## config.mk

```make
export PLATFORM = sky130hd
export DESIGN_NAME = seg7_scan_driver
export DESIGN_NICKNAME = d
export VERILOG_FILES = /design/src/rtl/seg7_pkg.sv /design/src/rtl/seg7_hex_decoder.sv /design/src/rtl/seg7_scan_driver.sv
export SDC_FILE = /design/constraint.sdc
export NUM_CORES = 1
export LEC_CHECK = 0
export ABC_AREA = 1
export BUFFER_PORTS_ARGS = -buffer_cell sky130_fd_sc_hd__buf_2
export CAP_MARGIN = 5
export CORE_MARGIN = 2
export CORE_UTILIZATION = 35
export DETAILED_ROUTE_END_ITERATION = 10
export REMOVE_ABC_BUFFERS = 1
export SETUP_SLACK_MARGIN = 0.4
export SYNTH_ARGS = -nofsm -noshare
export SYNTH_HDL_FRONTEND = slang
export SYNTH_SLANG_ARGS = --single-unit
```

## constraint.sdc

```tcl
create_clock -name clk_in -period 2 [get_ports clk_in]
set_input_delay 0.2 -clock clk_in [delete_from_list [all_inputs] [get_ports clk_in]]
set_output_delay 0.2 -clock clk_in [all_outputs]
set_load 0.005 [all_outputs]
```

## src/rtl/seg7_pkg.sv

```systemverilog
// Shared constants for the 7-segment scanner: active-high hex patterns,
// the all-off pattern and a one-hot helper for digit selects.
package seg7_pkg;

  // Index = hex value; bit order {g,f,e,d,c,b,a}, active-high.
  localparam logic [15:0][6:0] SEG_HEX = {
    7'h71, 7'h79, 7'h5E, 7'h39, 7'h7C, 7'h77, 7'h6F, 7'h7F,
    7'h07, 7'h7D, 7'h6D, 7'h66, 7'h4F, 7'h5B, 7'h06, 7'h3F
  };

  localparam logic [6:0] SEG_OFF    = 7'h00;
  localparam int         MAX_DIGITS = 8;

  function automatic logic [MAX_DIGITS-1:0] onehot(input logic [2:0] sel_idx);
    return MAX_DIGITS'(1) << sel_idx;
  endfunction

endpackage

```

## src/rtl/seg7_hex_decoder.sv

```systemverilog
// Combinational hex-to-7-segment decoder, active-high {g,f,e,d,c,b,a}.
// Polarity adjustment is left to the instantiating scanner.
module seg7_hex_decoder
  import seg7_pkg::*;
(
  input  logic [3:0] hex,
  output logic [6:0] seg
);

  assign seg = SEG_HEX[hex];

endmodule

```

## src/rtl/seg7_scan_driver.sv

```systemverilog
// Multiplexed N-digit 7-segment scanner with double-buffered digit data,
// leading-zero blanking and registered outputs (one clock behind scan state).
module seg7_scan_driver
  import seg7_pkg::*;
#(
  parameter int NUM_DIGITS     = 4,
  parameter int DWELL          = 1,
  parameter int SEG_ACTIVE_LOW = 1,
  parameter int SEL_ACTIVE_LOW = 1
) (
  input  logic                    clk_in,
  input  logic                    rst,
  input  logic                    load,
  input  logic [4*NUM_DIGITS-1:0] bcd_in,
  input  logic [NUM_DIGITS-1:0]   dp_in,
  input  logic                    blank_lz,
  output logic [6:0]              seg_out,
  output logic                    dp_out,
  output logic [NUM_DIGITS-1:0]   digit_sel,
  output logic                    frame_start
);

  localparam int IDX_W = $clog2(NUM_DIGITS);
  localparam int CNT_W = (DWELL > 1) ? $clog2(DWELL) : 1;

  localparam logic [6:0]            SEG_INV = (SEG_ACTIVE_LOW != 0) ? 7'h7F : 7'h00;
  localparam logic                  DP_INV  = (SEG_ACTIVE_LOW != 0);
  localparam logic [NUM_DIGITS-1:0] SEL_INV = (SEL_ACTIVE_LOW != 0) ? '1 : '0;

  logic [IDX_W-1:0]        idx;
  logic [CNT_W-1:0]        dwell_cnt;
  logic [4*NUM_DIGITS-1:0] shadow_bcd, disp_bcd;
  logic [NUM_DIGITS-1:0]   shadow_dp, disp_dp;
  logic                    pending;

  logic dwell_end, last_digit, commit;

  assign dwell_end  = (dwell_cnt == CNT_W'(DWELL - 1));
  assign last_digit = (idx == IDX_W'(NUM_DIGITS - 1));
  assign commit     = dwell_end && last_digit;

  always_ff @(posedge clk_in) begin
    if (rst) begin
      idx        <= '0;
      dwell_cnt  <= '0;
      shadow_bcd <= '0;
      shadow_dp  <= '0;
      disp_bcd   <= '0;
      disp_dp    <= '0;
      pending    <= 1'b0;
    end else begin
      if (dwell_end) begin
        dwell_cnt <= '0;
        idx       <= last_digit ? '0 : idx + 1'b1;
      end else begin
        dwell_cnt <= dwell_cnt + 1'b1;
      end

      // A load landing on the commit edge goes straight to the display.
      if (commit) begin
        if (pending || load) begin
          disp_bcd <= load ? bcd_in : shadow_bcd;
          disp_dp  <= load ? dp_in  : shadow_dp;
        end
        pending <= 1'b0;
      end else if (load) begin
        shadow_bcd <= bcd_in;
        shadow_dp  <= dp_in;
        pending    <= 1'b1;
      end
    end
  end

  logic [3:0] cur_hex;
  logic       cur_dp;
  logic       cur_lz;
  logic       zeros_above;

  // Scan from the top digit down; a digit is a leading zero while everything above it is zero.
  always_comb begin
    cur_hex     = 4'h0;
    cur_dp      = 1'b0;
    cur_lz      = 1'b0;
    zeros_above = 1'b1;
    for (int k = NUM_DIGITS - 1; k >= 0; k--) begin
      zeros_above = zeros_above && (disp_bcd[4*k +: 4] == 4'h0);
      if (idx == IDX_W'(k)) begin
        cur_hex = disp_bcd[4*k +: 4];
        cur_dp  = disp_dp[k];
        cur_lz  = zeros_above && (k != 0);
      end
    end
  end

  logic [6:0] hex_seg;

  seg7_hex_decoder u_dec (
    .hex (cur_hex),
    .seg (hex_seg)
  );

  always_ff @(posedge clk_in) begin
    if (rst) begin
      seg_out     <= SEG_INV;
      dp_out      <= DP_INV;
      digit_sel   <= SEL_INV;
      frame_start <= 1'b0;
    end else begin
      seg_out     <= ((blank_lz && cur_lz) ? SEG_OFF : hex_seg) ^ SEG_INV;
      dp_out      <= cur_dp ^ DP_INV;
      digit_sel   <= NUM_DIGITS'(onehot(3'(idx))) ^ SEL_INV;
      frame_start <= (idx == '0) && (dwell_cnt == '0);
    end
  end

endmodule

```

## Word-level counts from Yosys, hierarchy flattened

Memory sizes are Yosys's and may differ from the RTL's.
Cells that the tools add are included.

| storage, ports and cells | value |
|---|---|
| input bits | 24 |
| memories | 1 |
| memory bits (read-only) | 112 |
| flip-flop bits (word level) | 57 |
| output and inout port bits | 13 |
| logic and storage cells | 53 |

Memory list:

| name | depth | width | rd ports | clocked after memory_dff | write ports | RTL line | source |
|---|---|---|---|---|---|---|---|
| (name not given) | 16 | 7 | 1 | 0 | 0 | seg7_hex_decoder.sv:10 | `assign seg = SEG_HEX[hex];` |

| operators by class | value |
|---|---|
| eq/ne operators | 3 |
| reductions and logical operators | 13 |
| $add $sub $neg | 2 |
| shift-type cells | 1 |
| order comparisons | 1 |
| bitwise gates (word level) | 4 |
| mux-type cells | 17 |

Operators by type and width:

| kind | number |
|---|---|
| 4-bit 2-to-1 mux | 5 |
| 16-bit 2-to-1 mux | 1 |
| 7-bit 2-to-1 mux | 2 |
| 4-bit logical NOT | 3 |
| 1-bit 2-to-1 mux | 8 |
| 7-bit NOT | 1 |
| 1-bit logical AND | 5 |
| 4-bit by 5-bit < comparator with 1-bit output, second input constant | 1 |
| 2-bit == test, second input constant | 2 |
| 4-bit NOT | 1 |
| 2-bit OR reduction | 2 |
| 1-bit by 2-bit left shift with 4-bit output, first input constant | 1 |
| 2-bit by 1-bit adder with 2-bit output, second input constant | 1 |
| 2-bit by 1-bit == test with 1-bit output, second input constant | 1 |
| 2-bit logical NOT | 1 |
| 2-bit 2-to-1 mux | 1 |
| 1-bit NOT | 2 |
| 2-bit AND reduction | 1 |
| 1-bit adder, second input constant | 1 |
| 1-bit logical OR | 1 |

## Depth between registers and ports, before layout

Gate-level depths: netlist (run 1).

| depth | value |
|---|---|
| word-level depth | 9 |
| mapped depth | 15 |
| mapped depth without buffers | 14 |

## By module

A second synthesis (run 1) with hierarchy kept.

| unflattened totals | value |
|---|---|
| cell total of the unflattened synthesis | 388 |
| area total of the unflattened synthesis | 2708.8 um2 |

Modules (own cells, without submodules):

| module | seq. area each (um2) | instances | area each (um2) | cells an instance |
|---|---|---|---|---|
| seg7_scan_driver | 1141.1 | 1 | 2438.6 | 336 |
| seg7_hex_decoder | 0.0 | 1 | 270.3 | 52 |

## Least setup slack after synthesis (run 1)

Ideal clock, no wire load.

| timing path | value |
|---|---|
| path kind | register to register |
| from | reg idx[0] |
| to | reg seg_out[3] |
| data arrival time | 1689 ps |
| buffers on the path | 1 |
| clock period less this slack | 1809 ps |
| library setup time | 120 ps |
| required time | 1880 ps |
| cell stages (with the launch flop) | 14 |
| setup slack | 191 ps |
| cell sequence | dfxtp_1 -> inv_1 -> ha_1 -> buf_6 -> o21ai_0 -> nand2_1 -> nand2_1 -> nand2_1 -> inv_1 -> ha_1 -> inv_1 -> nand2_1 -> nand3_1 -> nand3_1 |

| on the way | value |
|---|---|
| cells in the longest elaborated chain, start to end | 9 |
| elaborated cells on any way between the ends | 17 |
| those cells by class | eq/ne: 3; mux: 10; bitwise: 1; reduce/logical: 2; memory: 1 |

RTL lines:

| element | RTL line | source |
|---|---|---|
| start: declaration | seg7_scan_driver.sv:30 | `logic [IDX_W-1:0] idx;` |
| start signal: assignment | seg7_scan_driver.sv:54 | `idx <= last_digit ? '0 : idx + 1'b1;` |
| 2-bit == test | seg7_scan_driver.sv:87 | `if (idx == IDX_W'(k)) begin` |
| 4-bit 2-to-1 mux (4 in a row) | seg7_scan_driver.sv:87 |  |
| memory 16 x 7 bit | -- |  |
| 7-bit 2-to-1 mux (implied by the code) | seg7_hex_decoder.sv:10 |  |
| 7-bit 2-to-1 mux * | seg7_scan_driver.sv:109 | `seg_out <= ((blank_lz && cur_lz) ? SEG_OFF : hex_seg) ^ SEG_INV;` |
| 7-bit NOT (no line) * | -- |  |
| end signal: assignment | seg7_scan_driver.sv:109 |  |
| end: declaration | seg7_scan_driver.sv:17 | `output logic [6:0] seg_out,` |

Every way passes the cells marked *; elsewhere a longest branch is shown, timed or not. The select of a mux whose other input is x is not followed.
A chain may end at the register's enable or synchronous reset.

## Worst setup path in the final report (run 1)

| timing path | value |
|---|---|
| from | reg idx[1] |
| to | reg seg_out[6] |

The elaborated chain is that of the path after synthesis.

==> out/metrics.yaml, run 1 <==
synth_top_cell_by_area: "dfxtp_1"
tightest_slew_ns: 0.619
antenna_left: 0
fin_cells: 519
antenna_found_initial: 0
chipWidth_um: 92.0
cellLeakagePower_nw: 1.52
synth.area.top_cells: "dfxtp_1 (42%), nand2_1 (14%), o21ai_0 (7.4%)"
ff_latch_area_um2: 1150
ys_ff_latch: 57
fp.dieArea_um2: 8460
relSlewSlack_pct: 58.7
crit_type: "reg2reg"
via_per_inst: 4.87
dp_hpwl_um: 4010
cap_violations: 0
layout.nets: 448
powerDensity_nw_per_um2: 831
end_kind: "flop"
rsz0062_at_grt: "true"
holdCritPathClass: "in2reg"
routabilityCongestion: 0.862
cts_inserted_buffers: 9
r2r_cells: 13
num_vias: 2528
drv_slew: 0
holdPathEnd: "idx[0]"
seq_area_frac_synth_pct: 42.1
rows: 32
cts_sinks: 57
avgSynthCellArea_um2: 7.50
cts_tree: "done"
clock_latency_ns: 0.34
synthSimpleGateAreaFrac_pct: 24.3
finalSetupTns_ns: 0
chipHeight_um: 92.0
port_buffers: 36
dp_cells: 489
drive_gt1_share_pct: 31.9
skew_ns: 0.00669
yosysMostFrequentCell: "nand2_1"
clock_path_buffers: 2
grt_pass1_wl_um: 10500
whs_path_depth: 2
synthMuxAreaShare_pct: 0
first_pass_iters: 4
grt_max_degree: 42
htree_levels: 3
netlist_instances: 361
fin_crit_ns: 1.78
setup_viol: 0
synthesis.area_um2: 2710
synthAdderAreaFrac_pct: 4.62
clockRootBuffer: "clkbuf_8"
period_share_pct: 88.9
post-route-util_pct: 46.5
reg2reg_from: "idx[1]"
area_growth_pct: 30.7
start_util_pct: 35.6
drt-initial-drc-count: 154
wire_per_inst_um: 12.2
path_clk_slew_ns: 0.06
synth_compound_area_share_pct: 19.5
antennaDiodeCount: 0
synth_top_family_by_area: "simple AND/OR/NAND/NOR gates"
grt-ovfl-total: 0
yosys.area.top_type_share_pct: 42.1
critPathArrivalTime_ns: 2.01
globalRouteTotalUtil_pct: 15.5
drcViolationCount: 0
async_flop_share_pct: 0
core_region_area_um2: 7610
wirelength_um: 6330
fmax_ghz: 0.562
crit_fanout: 7
multi_input_area_um2: 1510
r2r_slack_ns: 0.22
ys_warn_count: 0
synthFlopType: "dfxtp_1"
synth_cell_types: 32
critical_path.reg2reg.endpoint: "seg_out[6]"
synth.top_cells.by_count: "nand2_1 (98), dfxtp_1 (57), o21ai_0 (40), inv_1 (30), a21oi_1 (21)"
synth-xor-area-share_pct: 0
grt_pass1_vias: 2384
cp.required_ns: 2.23
ir_worst_vdd_v: 0.000307
pin_count: 37
critPathLaunchType: "flop"
hold_violations: 0
synth-edff-count: 0
fill_cells: 769
hp-start: "rst"
outcome: "completed"
registers in the layout (all words and copies together) (netlist names):
name         count
pending          1
shadow_dp        4
frame_start      1
disp_dp          4
digit_sel        4
seg_out          7
idx              2
dwell_cnt        1
dp_out           1
shadow_bcd      16
disp_bcd        16
layer usage:
metal,vias up,track usage (%),share of wire [%]
met1,1156,19.7,47
met2,58,23.9,47
met4,0,8.83,2.1
met5,-,0,0
met3,12,3.78,4.0
li1,1302,-,-
worst max-delay path by stage:
stage	from	to	slack (ns)
after floorplan	idx[1]	seg_out[0]	0.1
after global placement	idx[0]	seg_out[3]	0.04
after detailed placement	idx[0]	seg_out[3]	-0.05
after CTS	idx[1]	seg_out[6]	0.30
after global routing	idx[1]	seg_out[3]	0.14
final	idx[1]	seg_out[6]	0.22
critical path: stages (launching register included):
cell and delay, ns:
dfxtp_4 0.37, buf_6 0.10, ha_4 0.23, nand2_2 0.07
o21ai_2 0.06, nand2_1 0.08, nand2_2 0.09, nand2_4 0.08
buf_4 0.14, ha_2 0.16, nand2_2 0.06, nor2_1 0.05
nor2_1 0.12, nand2_1 0.06
placed cells by master, fill, tap and decap left out, types with 3 or more instances in the layout:
cell / synthesis / layout
inv_4: 1 / 3
nand3_1: 14 / 12
a311oi_1: 5 / 5
ha_4: 0 / 6
a21oi_2: 2 / 3
nand2_1: 98 / 89
o21ai_1: 1 / 3
a31oi_1: 20 / 20
a21oi_1: 21 / 19
nand2_4: 3 / 7
dfxtp_1: 57 / 55
nand2_2: 3 / 9
o21ai_0: 40 / 37
buf_6: 3 / 8
nor2_2: 2 / 3
clkbuf_8: 0 / 11
inv_1: 30 / 22
nand3_2: 2 / 3
nor2_1: 13 / 11
buf_2: 8 / 36
buf_4: 0 / 14
o21ai_2: 2 / 3
nand4_1: 3 / 3
nor3_1: 3 / 3
inv_2: 5 / 9
layout make-up:
class                           count  share of cell area [%]
Multi-Input combinational cell    250                    42.5
Sequential cell                    57                    32.4
Timing Repair Buffer               58                    10.6
Inverter                           37                    4.56
Clock buffer                       11                    4.28
Tap cell                          102                    3.61
Clock inverter                      3                    1.84
Timing Repair inverter              1                   0.141
stage by stage:
stage	total power, W	area, um2	worst slack [ns]	hold WS [ns]
3_3_place_gp	0.00164	2980	0.0398	0.437
6_report	0.00294	3540	0.222	0.132
5_1_grt	0.00309	3540	0.145	0.144
3_5_place_dp	0.00164	2980	-0.0520	0.437
4_1_cts	0.00292	3410	0.298	0.123
2_1_floorplan	0.00150	2600	0.100	0.272
where the power goes:
part | switching [W] | leakage, nW | total (W) | internal, W
clock | 0.000439 | 0.111 | 0.00119 | 0.000753
combinational | 0.000291 | 0.944 | 0.000517 | 0.000226
sequential | 0.0000308 | 0.469 | 0.00123 | 0.00120
total | 0.000760 | 1.52 | 0.00294 | 0.00218
logic make-up (layout without fill, tap and decap cells):
kind of cell | count (synthesis) | in the layout
and+or+nand+nor | 144 | 145
AOI/OAI and AO/OA | 93 | 94
DFF | 57 | 57
buffers and inverters | 56 | 110
adders and majority gates | 10 | 10
other | 1 | 1
timing repair:
| action | CTS | global route |
|---|---|---|
| pin swaps | 12 | 16 |
| gates cloned | 2 | 1 |
| hold endpoints to repair | 0 | 0 |
| setup endpoints to repair | 47 | 15 |
| buffers inserted | 9 | 4 |
| hold buffers | 0 | 0 |
| gates resized for setup | 41 | 25 |
Note: power is estimated with default switching activity, not from simulation.
==> run 2: changes to the inputs <==
--- a/config.mk
+++ b/config.mk
@@ -5,7 +5,7 @@
 export SDC_FILE = /design/constraint.sdc
 export NUM_CORES = 1
 export LEC_CHECK = 0
-export ABC_AREA = 1
+export ABC_AREA = 0
 export BUFFER_PORTS_ARGS = -buffer_cell sky130_fd_sc_hd__buf_2
 export CAP_MARGIN = 5
 export CORE_MARGIN = 2
==> run 2 against run 1 <==
Cell area increased by 12%; synthesized area decreased by 3.7%; sequential share of layout area decreased by 3.6 points; synthesized cell count decreased by 19%; critical endpoint is now seg_out[3]; largest power group unchanged; highest routed layer unchanged.
==> out/metrics.yaml, run 2 <==
pin_count: 37
chipWidth_um: 90.3
antennaDiodeCount: 0
outcome: "completed"
avgSynthCellArea_um2: 8.96
grt_max_degree: 31
core_region_area_um2: 7210
globalRouteTotalUtil_pct: 16.2
cp.required_ns: 2.24
hold_violations: 0
path_clk_slew_ns: 0.07
crit_type: "reg2reg"
synth.top_cells.by_count: "dfxtp_1 (57), nand2_1 (48), nor2_1 (29), mux2i_1 (26), a21oi_1 (25)"
ir_worst_vdd_v: 0.000382
yosys.area.top_type_share_pct: 43.8
num_vias: 2335
powerDensity_nw_per_um2: 728
yosysMostFrequentCell: "dfxtp_1"
setup_viol: 0
netlist_instances: 291
fill_cells: 666
seq_area_frac_synth_pct: 43.8
timing.critical_path.cells: "inv_4 > ha_4 > buf_6 > mux2i_4 > a2111oi_4 > buf_4 > buf_4 > nor3_2 > a211oi_2 > o21ai_1"
critical_path.most_common_cell: "buf_4"
dp_hpwl_um: 3940
clock_latency_ns: 0.34
synth-edff-count: 0
drcViolationCount: 0
synth_top_cell_by_area: "dfxtp_1"
start_util_pct: 36.1
fmax_ghz: 0.506
synthesis.area_um2: 2610
wirelength_um: 7450
clockRootBuffer: "clkbuf_8"
fp.dieArea_um2: 8150
cts_inserted_buffers: 9
critPathLaunchType: "flop"
reg.largest.list: "disp_bcd: 16 flops, shadow_bcd: 16 flops, seg_out: 7 flops"
htree_levels: 3
grtUsageMet2_pct: 26.8
period_share_pct: 98.9
async_flop_share_pct: 0
cp_slowest_cell: "dfxtp_4"
chipHeight_um: 90.3
mostFrequentLayoutCells: "dfxtp_1 (55), nand2_1 (43), buf_2 (36)"
synth.area.top_cells: "dfxtp_1 (44%), mux2i_1 (10%), nand2_1 (6.9%)"
rsz0062_at_grt: "true"
synth_cell_types: 47
grt_pass1_wl_um: 10700
clock_path_buffers: 2
holdCritPathClass: "in2reg"
cts_sinks: 57
cellLeakagePower_nw: 1.55
skew_ns: 0.0139
drv_slew: 0
drt-initial-drc-count: 114
layout.nets: 397
finalSetupTns_ns: 0
crit_fanout: 6
via_per_inst: 5.01
met1_usage_pct: 20.2
top_usage_layer: "met2"
antenna_found_initial: 0
antenna_left: 0
whs_path_depth: 3
first_pass_iters: 4
grt-ovfl-total: 0
drive_gt1_share_pct: 45.0
r2r_cells: 10
fin_crit_ns: 1.98
cp_slowest_stage_delay_ns: 0.39
routabilityCongestion: 0.814
tightest_slew_ns: 0.663
relSlewSlack_pct: 55.8
synthFlopType: "dfxtp_1"
final_common_cell: "dfxtp_1"
cap_violations: 0
grt_util_met3_pct: 5.18
area_growth_pct: 52.7
hold_buffers: 0
wire_per_inst_um: 16.0
rows: 31
ys_warn_count: 0
end_kind: "flop"
grt_pass1_vias: 2211
power_w: 0.00290
ys_ff_latch: 57
cts_tree: "done"
port_buffers: 36
critPathArrivalTime_ns: 2.21
## run 2: cell types whose count changed after synthesis, sizes merged, moves of 11 or more
cell    change
nor2       +11
mux2i      +28
inv        -27
nand3      -15
a31oi      -19
a211oi     +22
o21ai      -37
nand2      -56
## run 2: kinds of logic (layout without fill, tap and decap cells)
group                      count (synthesis)  in the layout  share of synthesized area [%]
muxes                                     29             29                           12.0
and+or+nand+nor                           95             95                           15.6
AOI/OAI and AO/OA                         71             71                           19.3
adders and majority gates                 10             10                           4.80
DFF                                       57             57                           43.8
other                                      1              1                          0.144
buffers and inverters                     28            104                           4.46
## run 2: metrics by stage
step | instance area (um2) | hold WS, ns | instances | worst slack, ns | util, %
2_1_floorplan | 2520 | 0.269 | 272 | -0.389 | -
3_3_place_gp | 3030 | 0.440 | 432 | -0.0586 | 42.0
3_5_place_dp | 3030 | 0.446 | 432 | -0.114 | 42.0
4_1_cts | 3530 | 0.0932 | 452 | 0.0879 | 49.0
5_1_grt | 3980 | 0.0985 | 466 | -0.0619 | 55.2
6_report | 3980 | 0.105 | 466 | 0.0228 | 55.2
## run 2: layout make-up
type | count | area, um2 | share of cell area (%)
inverters | 9 | 46.3 | 1.16
well taps | 99 | 124 | 3.11
clock buffers | 12 | 145 | 3.65
clock inverters | 3 | 65.1 | 1.63
flip-flops and latches | 57 | 1150 | 28.9
repair buffers | 80 | 717 | 18.0
multi-input cells | 206 | 1730 | 43.6
## run 2: path summary, 6_finish.rpt
check	start	end	slack, ns
hold / removal	dp_in[3]	shadow_dp[3]	0.11
hold reg to reg	shadow_bcd[3]	shadow_bcd[3]	0.45
setup / recovery	idx[0]	seg_out[3]	0.02
setup reg to reg	idx[0]	seg_out[3]	0.02
## run 2: power breakdown
part / switching (W) / total (W) / internal, W
Clock: 0.000444 / 0.00117 / 0.000728
Combinational: 0.000261 / 0.000506 / 0.000246
Sequential: 0.0000278 / 0.00122 / 0.00119
Total: 0.000732 / 0.00290 / 0.00216
## run 2: repair_timing
item | 4_1_cts | 5_1_grt
buffers inserted | 4 | 5
setup endpoints to repair | 47 | 48
resized for setup | 57 | 49
pin swaps | 16 | 14
gates cloned | 1 | 9
## run 2: per-layer routing
layer	wire length, um	share of wire [%]
met5	0	0
met4	114	1.5
met1	3320	45
met2	3750	50
met3	263	3.5
## run 2: worst max-delay path, delay by kind of cell, from the launching register on
kind	cells	cell delay, ns
DFF	1	0.39
adders and majority gates	1	0.18
and+or+nand+nor	1	0.04
muxes	1	0.19
buffers and inverters	4	0.50
AOI/OAI and AO/OA	3	0.59
